**src/rtl/dual_ram_arb_pkg.sv**
```systemverilog
// dual_ram_arb_pkg: shared types and the round-robin pick helper for dual_ram_arbiter
package dual_ram_arb_pkg;
  localparam int MAX_REQ = 32;
  localparam int IDX_W = $clog2(MAX_REQ);
  typedef struct packed {
    logic found;
    logic [MAX_REQ-1:0] grant;
    logic [IDX_W-1:0] idx;
  } pick_t;
  // Scans downward so the last hit written is the closest one at or after ptr.
  function automatic pick_t rr_pick(input logic [MAX_REQ-1:0] req, input int n, input int ptr);
    pick_t p;
    p = '0;
    for (int k = MAX_REQ - 1; k >= 0; k--)
      if (k < n) begin
        int j;
        j = (ptr + k) % n;
        if (req[j]) begin
          p.found = 1'b1;
          p.idx = j[IDX_W-1:0];
          p.grant = MAX_REQ'(1) << j;
        end
      end
    return p;
  endfunction
endpackage

```
**src/rtl/dual_ram_arbiter_rr_arbiter.sv**
```systemverilog
// rr_arbiter: round-robin grant with a pointer that advances past the last winner
module rr_arbiter
  import dual_ram_arb_pkg::*;
#(
  parameter int N = 4,
  localparam int ID_W = $clog2(N)
) (
  input  logic clk,
  input  logic rst,
  input  logic [N-1:0] req,
  output logic [N-1:0] grant,
  output logic [ID_W-1:0] idx
);
  logic [ID_W-1:0] ptr;
  pick_t p;
  assign p = rr_pick(MAX_REQ'(req), N, int'(ptr));
  assign grant = N'(p.grant);
  assign idx = ID_W'(p.idx);
  always_ff @(posedge clk)
    if (rst) ptr <= '0;
    else if (p.found) ptr <= (idx == ID_W'(N - 1)) ? '0 : idx + ID_W'(1);
endmodule

```
**src/rtl/dual_ram_arbiter.sv**
```systemverilog
// dual_ram_arbiter: independent round-robin write/read arbitration onto one dual_ram.
// Define DUAL_RAM_ARB_FWD_EN to forward same-address write data to a colliding read.
module dual_ram_arbiter
  import dual_ram_arb_pkg::*;
#(
  parameter int RAM_WIDTH = 8,
  parameter int RAM_DEPTH = 256,
  parameter int ADDR_SIZE = 8,
  parameter int N_REQ = 4,
  localparam int ID_W = $clog2(N_REQ)
) (
  input  logic clk,
  input  logic rst,
  input  logic [N_REQ-1:0] req_valid,
  input  logic [N_REQ-1:0] req_we,
  input  logic [N_REQ*ADDR_SIZE-1:0] req_addr,
  input  logic [N_REQ*RAM_WIDTH-1:0] req_wdata,
  output logic [N_REQ-1:0] req_ready,
  output logic rsp_valid,
  output logic [ID_W-1:0] rsp_id,
  output logic [RAM_WIDTH-1:0] rsp_data,
  output logic ram_wr_enb,
  output logic [ADDR_SIZE-1:0] ram_wr_addr,
  output logic [RAM_WIDTH-1:0] ram_data_in,
  output logic ram_rd_enb,
  output logic [ADDR_SIZE-1:0] ram_rd_addr,
  input  logic [RAM_WIDTH-1:0] ram_data_out
);
  if (N_REQ < 2 || N_REQ > MAX_REQ || longint'(RAM_DEPTH) > (longint'(1) << ADDR_SIZE)) begin : g_bad_cfg
    $error("dual_ram_arbiter: unsupported N_REQ/RAM_DEPTH/ADDR_SIZE");
  end
  logic [N_REQ-1:0] wr_req, rd_req, wr_gnt, rd_gnt;
  logic [ID_W-1:0] wr_idx, rd_idx, rd_id_s1;
  assign wr_req = rst ? '0 : req_valid & req_we;
  assign rd_req = rst ? '0 : req_valid & ~req_we;
  assign req_ready = wr_gnt | rd_gnt;
  rr_arbiter #(.N(N_REQ)) u_wr_arb (.clk(clk), .rst(rst), .req(wr_req), .grant(wr_gnt), .idx(wr_idx));
  rr_arbiter #(.N(N_REQ)) u_rd_arb (.clk(clk), .rst(rst), .req(rd_req), .grant(rd_gnt), .idx(rd_idx));
  always_ff @(posedge clk)
    if (rst) begin
      ram_wr_enb <= 1'b0;
      ram_wr_addr <= '0;
      ram_data_in <= '0;
      ram_rd_enb <= 1'b0;
      ram_rd_addr <= '0;
      rd_id_s1 <= '0;
      rsp_valid <= 1'b0;
      rsp_id <= '0;
    end else begin
      ram_wr_enb <= |wr_gnt;
      ram_rd_enb <= |rd_gnt;
      rsp_valid <= ram_rd_enb;
      rsp_id <= rd_id_s1;
      if (|wr_gnt) begin
        ram_wr_addr <= req_addr[int'(wr_idx)*ADDR_SIZE +: ADDR_SIZE];
        ram_data_in <= req_wdata[int'(wr_idx)*RAM_WIDTH +: RAM_WIDTH];
      end
      if (|rd_gnt) begin
        ram_rd_addr <= req_addr[int'(rd_idx)*ADDR_SIZE +: ADDR_SIZE];
        rd_id_s1 <= rd_idx;
      end
    end
`ifdef DUAL_RAM_ARB_FWD_EN
  logic fwd_hit;
  logic [RAM_WIDTH-1:0] fwd_data;
  always_ff @(posedge clk)
    if (rst) begin
      fwd_hit <= 1'b0;
      fwd_data <= '0;
    end else begin
      fwd_hit <= ram_wr_enb && ram_rd_enb && ram_wr_addr == ram_rd_addr;
      fwd_data <= ram_data_in;
    end
  assign rsp_data = !rsp_valid ? '0 : fwd_hit ? fwd_data : ram_data_out;
`else
  assign rsp_data = rsp_valid ? ram_data_out : '0;
`endif
endmodule

```
**config.mk**
```make
export PLATFORM = sky130hd
export DESIGN_NAME = dual_ram_arbiter
export DESIGN_NICKNAME = d
export VERILOG_FILES = /design/src/rtl/dual_ram_arb_pkg.sv /design/src/rtl/dual_ram_arbiter_rr_arbiter.sv /design/src/rtl/dual_ram_arbiter.sv
export SDC_FILE = /design/constraint.sdc
export NUM_CORES = 1
export LEC_CHECK = 0
export CAP_MARGIN = 5
export CORE_MARGIN = 1
export CORE_UTILIZATION = 44
export CTS_CLUSTER_DIAMETER = 120
export CTS_CLUSTER_SIZE = 12
export DETAILED_ROUTE_END_ITERATION = 7
export GPL_TIMING_DRIVEN = 1
export PLACE_DENSITY = 0.82
export REMOVE_ABC_BUFFERS = 1
export SLEW_MARGIN = 20
export SYNTH_ARGS = -nofsm -noshare
export SYNTH_HDL_FRONTEND = slang
export SYNTH_HIERARCHICAL = 1
export SYNTH_SLANG_ARGS = --single-unit
```
**constraint.sdc**
```tcl
create_clock -name clk -period 4.5 [get_ports clk]
set_clock_uncertainty 0.1 [all_clocks]
set_input_delay 0.9 -clock clk [delete_from_list [all_inputs] [get_ports clk]]
set_output_delay 0.9 -clock clk [all_outputs]
set_load 0.005 [all_outputs]
```
== After elaboration in Yosys (flattened, before gate mapping) ==
Cells that the tools add are included.

* Equal/unequal tests: 2
* Add/subtract/negate cells: 8
* $lt $le $gt $ge: 8
* Shifts and indexed selects: 11
* Multiplexer cells: 35
* Reduce and logical (&&, ||, !) cells: 8
* Bitwise gates (word level): 10

{| class="wikitable"
|+ Operators by type and width
! kind !! number
|-
| 38-bit 2-to-1 mux || 8
|-
| 1-bit by 32-bit << shifter with 32-bit output (first input constant) || 6
|-
| 32-bit by 6-bit indexed part select with 8-bit output || 3
|-
| 1-bit by 2-bit << shifter with 32-bit output (first input constant) || 2
|-
| 3-bit by 7-bit < comparator with 1-bit output (second input constant) || 6
|-
| 1-bit binary-select mux with 3-bit select || 6
|-
| 1-bit 2-to-1 mux || 14
|-
| 2-bit by 6-bit < comparator with 1-bit output (second input constant) || 2
|-
| 2-bit OR reduction || 6
|-
| 2-bit by 1-bit adder with 2-bit output (second input constant) || 4
|-
| 2-bit adder (second input constant) || 4
|-
| 4-bit bitwise AND || 2
|-
| 4-bit 2-to-1 mux || 2
|-
| 8-bit 2-to-1 mux || 1
|-
| 4-bit OR reduction || 2
|-
| 1-bit bitwise AND (first input constant) || 6
|-
| 1-bit binary-select mux with 2-bit select || 2
|-
| 2-bit == test (second input constant) || 2
|-
| 2-bit 2-to-1 mux || 2
|-
| 4-bit inverter || 1
|-
| 4-bit OR || 1
|}

* Flip-flop bits (word level): 35
* Logic and storage cells: 92
* Bits of input ports: 82
* Output and inout port bits: 41

== Depth between registers and ports, before layout ==
* Word-level depth: 12
* Depth in mapped cells: 15

== Modules after synthesis ==
Netlist, hierarchy kept.

{| class="wikitable"
|+ By module, submodules not included
! module !! cells an instance !! times used !! sequential area each (µm²) !! area an instance (µm²)
|-
| dual_ram_arbiter || 143 || 1 || 620.6 || 1755.4
|-
| rr_arbiter || 86 || 2 || 40.0 || 643.1
|}

== Worst setup path before layout ==
OpenSTA, ideal clock, no wires.

* Path type: input -> output
* Start point: input rst
* End point: output req_ready[2]
* Cell stages on the path: 9
* Required time: 3.500 ns
* Buffers on the path: 3
* Path slack: 0.686 ns
* Arrival time: 2.814 ns
* Cell sequence: clkbuf_1 > and3b_1 > buf_6 > mux4_2 > nand2_1 > o21ai_0 > a221o_1 > buf_4 > or2_2

{| class="wikitable"
|+ RTL lines
! what !! line !! source
|-
| start, declared || dual_ram_arbiter.sv:13 || <nowiki>input logic rst,</nowiki>
|-
| end, declared || dual_ram_arbiter.sv:18 || <nowiki>output logic [N_REQ-1:0] req_ready,</nowiki>
|}

== Worst setup path in the final report ==
* Start point: input req_valid[3]
* End point: output req_ready[0]

* Longest elaborated chain between the ends: 10
* Elaborated cells on any way between the ends: 35
* Classes of those cells: 32 x mux; 3 x bitwise

{| class="wikitable"
|+ Ends and longest elaborated chain
! what !! line !! source
|-
| start, declared || dual_ram_arbiter.sv:14 || <nowiki>input logic [N_REQ-1:0] req_valid,</nowiki>
|-
| 4-bit bitwise AND * || dual_ram_arbiter.sv:35 || <nowiki>assign rd_req = rst ? '0 : req_valid & ~req_we;</nowiki>
|-
| 4-bit 2-to-1 mux * || dual_ram_arbiter.sv:35 ||
|-
| net rd_req[3] || dual_ram_arbiter.sv:32 || <nowiki>logic [N_REQ-1:0] wr_req, rd_req, wr_gnt, rd_gnt;</nowiki>
|-
| 1-bit binary-select mux with 3-bit select || dual_ram_arb_pkg.sv:18 || <nowiki>if (req[j]) begin</nowiki>
|-
| 1-bit 2-to-1 mux (not written as such) (2 in a row) || dual_ram_arb_pkg.sv:18 ||
|-
| 38-bit 2-to-1 mux (3 in a row) || dual_ram_arb_pkg.sv:18 ||
|-
| 38-bit 2-to-1 mux * || dual_ram_arb_pkg.sv:18 ||
|-
| net rd_gnt[0] || dual_ram_arbiter.sv:32 ||
|-
| 4-bit OR * || dual_ram_arbiter.sv:36 || <nowiki>assign req_ready = wr_gnt | rd_gnt;</nowiki>
|}

Mark *: on every way through the listed nets, which the timed path passes. The rest lies on a longest branch. The select of a mux whose other input is x is not followed.

==> out/metrics.cfg <==
[global_route]
grt_overflow = 0
antenna_found_initial = 0
grt_use_total = 0.2486
grt_pass1_wl_um = 14120
grt_pass1_vias = 2985
grt_max_degree = 23

[logic_synthesis]
synth_ff_type = dfxtp_1
synth_compound_area_frac = 0.1695
syn_inst = 315
yosys.area_share.adder = 0.07404
synth.distinct_cells = 40
yosys.area_share.xor_xnor = 0
syn_area_per_cell_sq_um = 9.656
syn_area_sq_um = 3042
synth_top_family_by_area = multiplexers
yosys-top-cells-area = dfxtp_1 (23%), mux4_2 (15%), ha_1 (7.4%), mux4_1 (5.2%), nand2_1 (4.9%)
synth_edf_count = 0
synth_warnings = 6
yosysTopAreaCell = dfxtp_1
async_reset_ff_frac = 0
synth.mux.area_fraction = 0.2262
ys_ff_latch = 35
synth-simple-area-share = 0.1863
synth_top_area_share = 0.2304
ys_seq_area_frac = 0.2304

[finish]
layout_commonest_cell = clkdlybuf4s50_1
stdcell_area_sq_um = 4511
num-nets-final = 547
area_growth_pct = 48.29
fill_cells = 469
layout-drive-gt1-share = 0.1987
n_antenna_cell = 0
final_cell_mix = clkdlybuf4s50_1 (119), buf_4 (42), nand2_1 (40)

[route]
post_drt_via_cell_ratio = 5.876
vias = 3085
routed_wl_um = 9080
drtPass1Iterations = 5
drc = 0
first_iter_violations = 223
wire_per_inst_um = 17.30
postRouteAntennaNets = 0

[min_path]
hold_class = flop to flop

[worst_setup_path]
worstPathMaxFanout = 6
end_kind = output pin
path_cells = clkdlybuf4s50_1 > nor3b_2 > buf_4 > mux4_2 > nand2_1 > o21ai_0 > a221o_1 > or2_2 > clkdlybuf4s50_1
cp_data_required_time_ps = 3500
critPathKind = primary input to output pin
critical_path_arrival_ps = 3450
critPathMaxStageDelay_ps = 530
cpMostUsedCell = clkdlybuf4s50_1
start_kind = primary input
crit_slowest_cell = mux4_2

[floorplan]
die_y_um = 85.15
fp-row-count = 29
initial_core_util = 0.4683
die_area_sq_um = 7250
die_x_um = 85.15
io_pins = 123
coreArea_sq_um = 6495

[clocking]
cts_tree = done
htreeDepth = 2
cts.sinks = 35
clkLatencyLatePin_ps = 290
cts_buffer_depth = 2
clk_pin_slew_ps = 70
cts_root_buffer = clkbuf_8
cts_buffers = 5

[power]
ir_drop_uv = 177.5
power_density_nw_per_um2 = 348.3
power.leakage_nw = 1.793

[sta]
period_share = 0.9891
max_freq_mhz = 224.7
layout_min_cycle_time_ps = 4451
setup_violations = 0
hold_viol = 0
maxSlewHeadroom = 0.3498
slew_violations = 0
setup_tns_ps = 0
worst_pin_slew_ps = 971.6

[placement]
dp_hpwl_um = 6959
gp_congestion = 0.9371
dpl-instance-area_sq_um = 4358
port_buffers = 122

[job]
maxCapViolCount = 0

[status]
status = complete, no violations

[cells in the mapped netlist, types with 4 or more instances]
cell / number
buf_6: 9
mux4_2: 20
a21oi_1: 14
dfxtp_1: 35
nand3b_1: 8
a22oi_1: 4
nand2_1: 40
o21ai_0: 18
clkbuf_1: 6
and3b_1: 4
buf_4: 19
o21ai_1: 4
mux4_1: 6
nor3b_1: 4
inv_1: 8
nor2_1: 15
or2_2: 6
mux2i_1: 8
and2_1: 8
nor2b_1: 4
a22o_1: 16
ha_1: 18
a221o_1: 8
[path summary, 6_finish.rpt]
path	start	to	slack (ps)	cells after the start
setup / recovery	req_valid[3]	req_ready[0]	50	9
hold / removal	rd_id_s1[1]$_SDFFE_PP0P_	rd_id_s1[1]$_SDFFE_PP0P_	350	2
setup reg to reg	u_rd_arb/ptr[1]$_SDFFE_PP0P_	ram_rd_addr[5]$_SDFFE_PP0P_	1180	12
hold reg to reg	rd_id_s1[1]$_SDFFE_PP0P_	rd_id_s1[1]$_SDFFE_PP0P_	350	2
[critical path: cells and delay by family]
| family | cells | cell delay (ps) |
|---|---|---|
| and+or+nand+nor | 3 | 550 |
| buffers and inverters | 3 | 1070 |
| muxes | 1 | 530 |
| AOI/OAI and AO/OA | 2 | 390 |
[power breakdown]
group          total (mW)  internal [mW]  switching, mW
sequential          0.435          0.390         0.0446
clock               0.297          0.179          0.117
combinational       0.840          0.478          0.361
total                1.57           1.05          0.524
[cell families (layout without fill, tap and decap cells)]
| kind of cell | count (synthesis) | in the layout |
|---|---|---|
| AND/OR/NAND/NOR | 107 | 107 |
| AO/OA/AOI/OAI | 74 | 74 |
| buffers and inverters | 47 | 180 |
| flip-flops | 35 | 35 |
| multiplexers | 34 | 34 |
| adder cells (fa/ha/maj) | 18 | 18 |
[state kept, by name (all words and copies together) (netlist names), 2 cells and up]
name	cells
ram_data_in	8
ram_rd_addr	8
ram_wr_addr	8
rd_id_s1	2
rsp_id	2
u_rd_arb/ptr	2
u_wr_arb/ptr	2
[final cells by class]
| cell class | count | area (sq um) | area share |
|---|---|---|---|
| multi-input combinational | 233 | 2026 | 0.4491 |
| timing repair buffer | 164 | 1540 | 0.3415 |
| sequential | 35 | 700.7 | 0.1553 |
| tap | 77 | 96.34 | 0.02136 |
| clock buffer | 6 | 82.58 | 0.01831 |
| clock inverter | 2 | 35.03 | 0.007767 |
| inverter | 8 | 30.03 | 0.006657 |
[metrics by stage]
step	hold slack, ps	util	total power [mW]	std cells	setup slack (ps)
6_report	349.8	0.6945	1.571	525	49.25
5_1_grt	381.0	0.6945	1.659	525	-19.10
4_1_cts	351.8	0.6889	1.570	524	40.71
3_5_place_dp	342.3	0.6710	1.270	516	-77.97
3_3_place_gp	334.0	0.6710	1.248	516	-34.89
2_1_floorplan	321.2	-	0.8379	276	629.8
[metal layers]
| metal | wire [um] | global-route usage | vias up | share of wire |
|---|---|---|---|---|
| met5 | 0 | 0 | - | 0 |
| met4 | 355 | 0.1233 | 0 | 0.039 |
| met3 | 550 | 0.04280 | 24 | 0.061 |
| met2 | 4781 | 0.4370 | 147 | 0.53 |
| met1 | 3393 | 0.2927 | 1476 | 0.37 |
| li1 | - | - | 1438 | - |
[timing repair]
item / CTS / global route
endpoints found under the setup margin: 4 / 4
hold buffers: 0 / 0
buffers inserted: 0 / 1
hold endpoints to repair: 0 / 0
resized for setup: 1 / 9
Note: power is estimated with default switching activity, not from simulation.
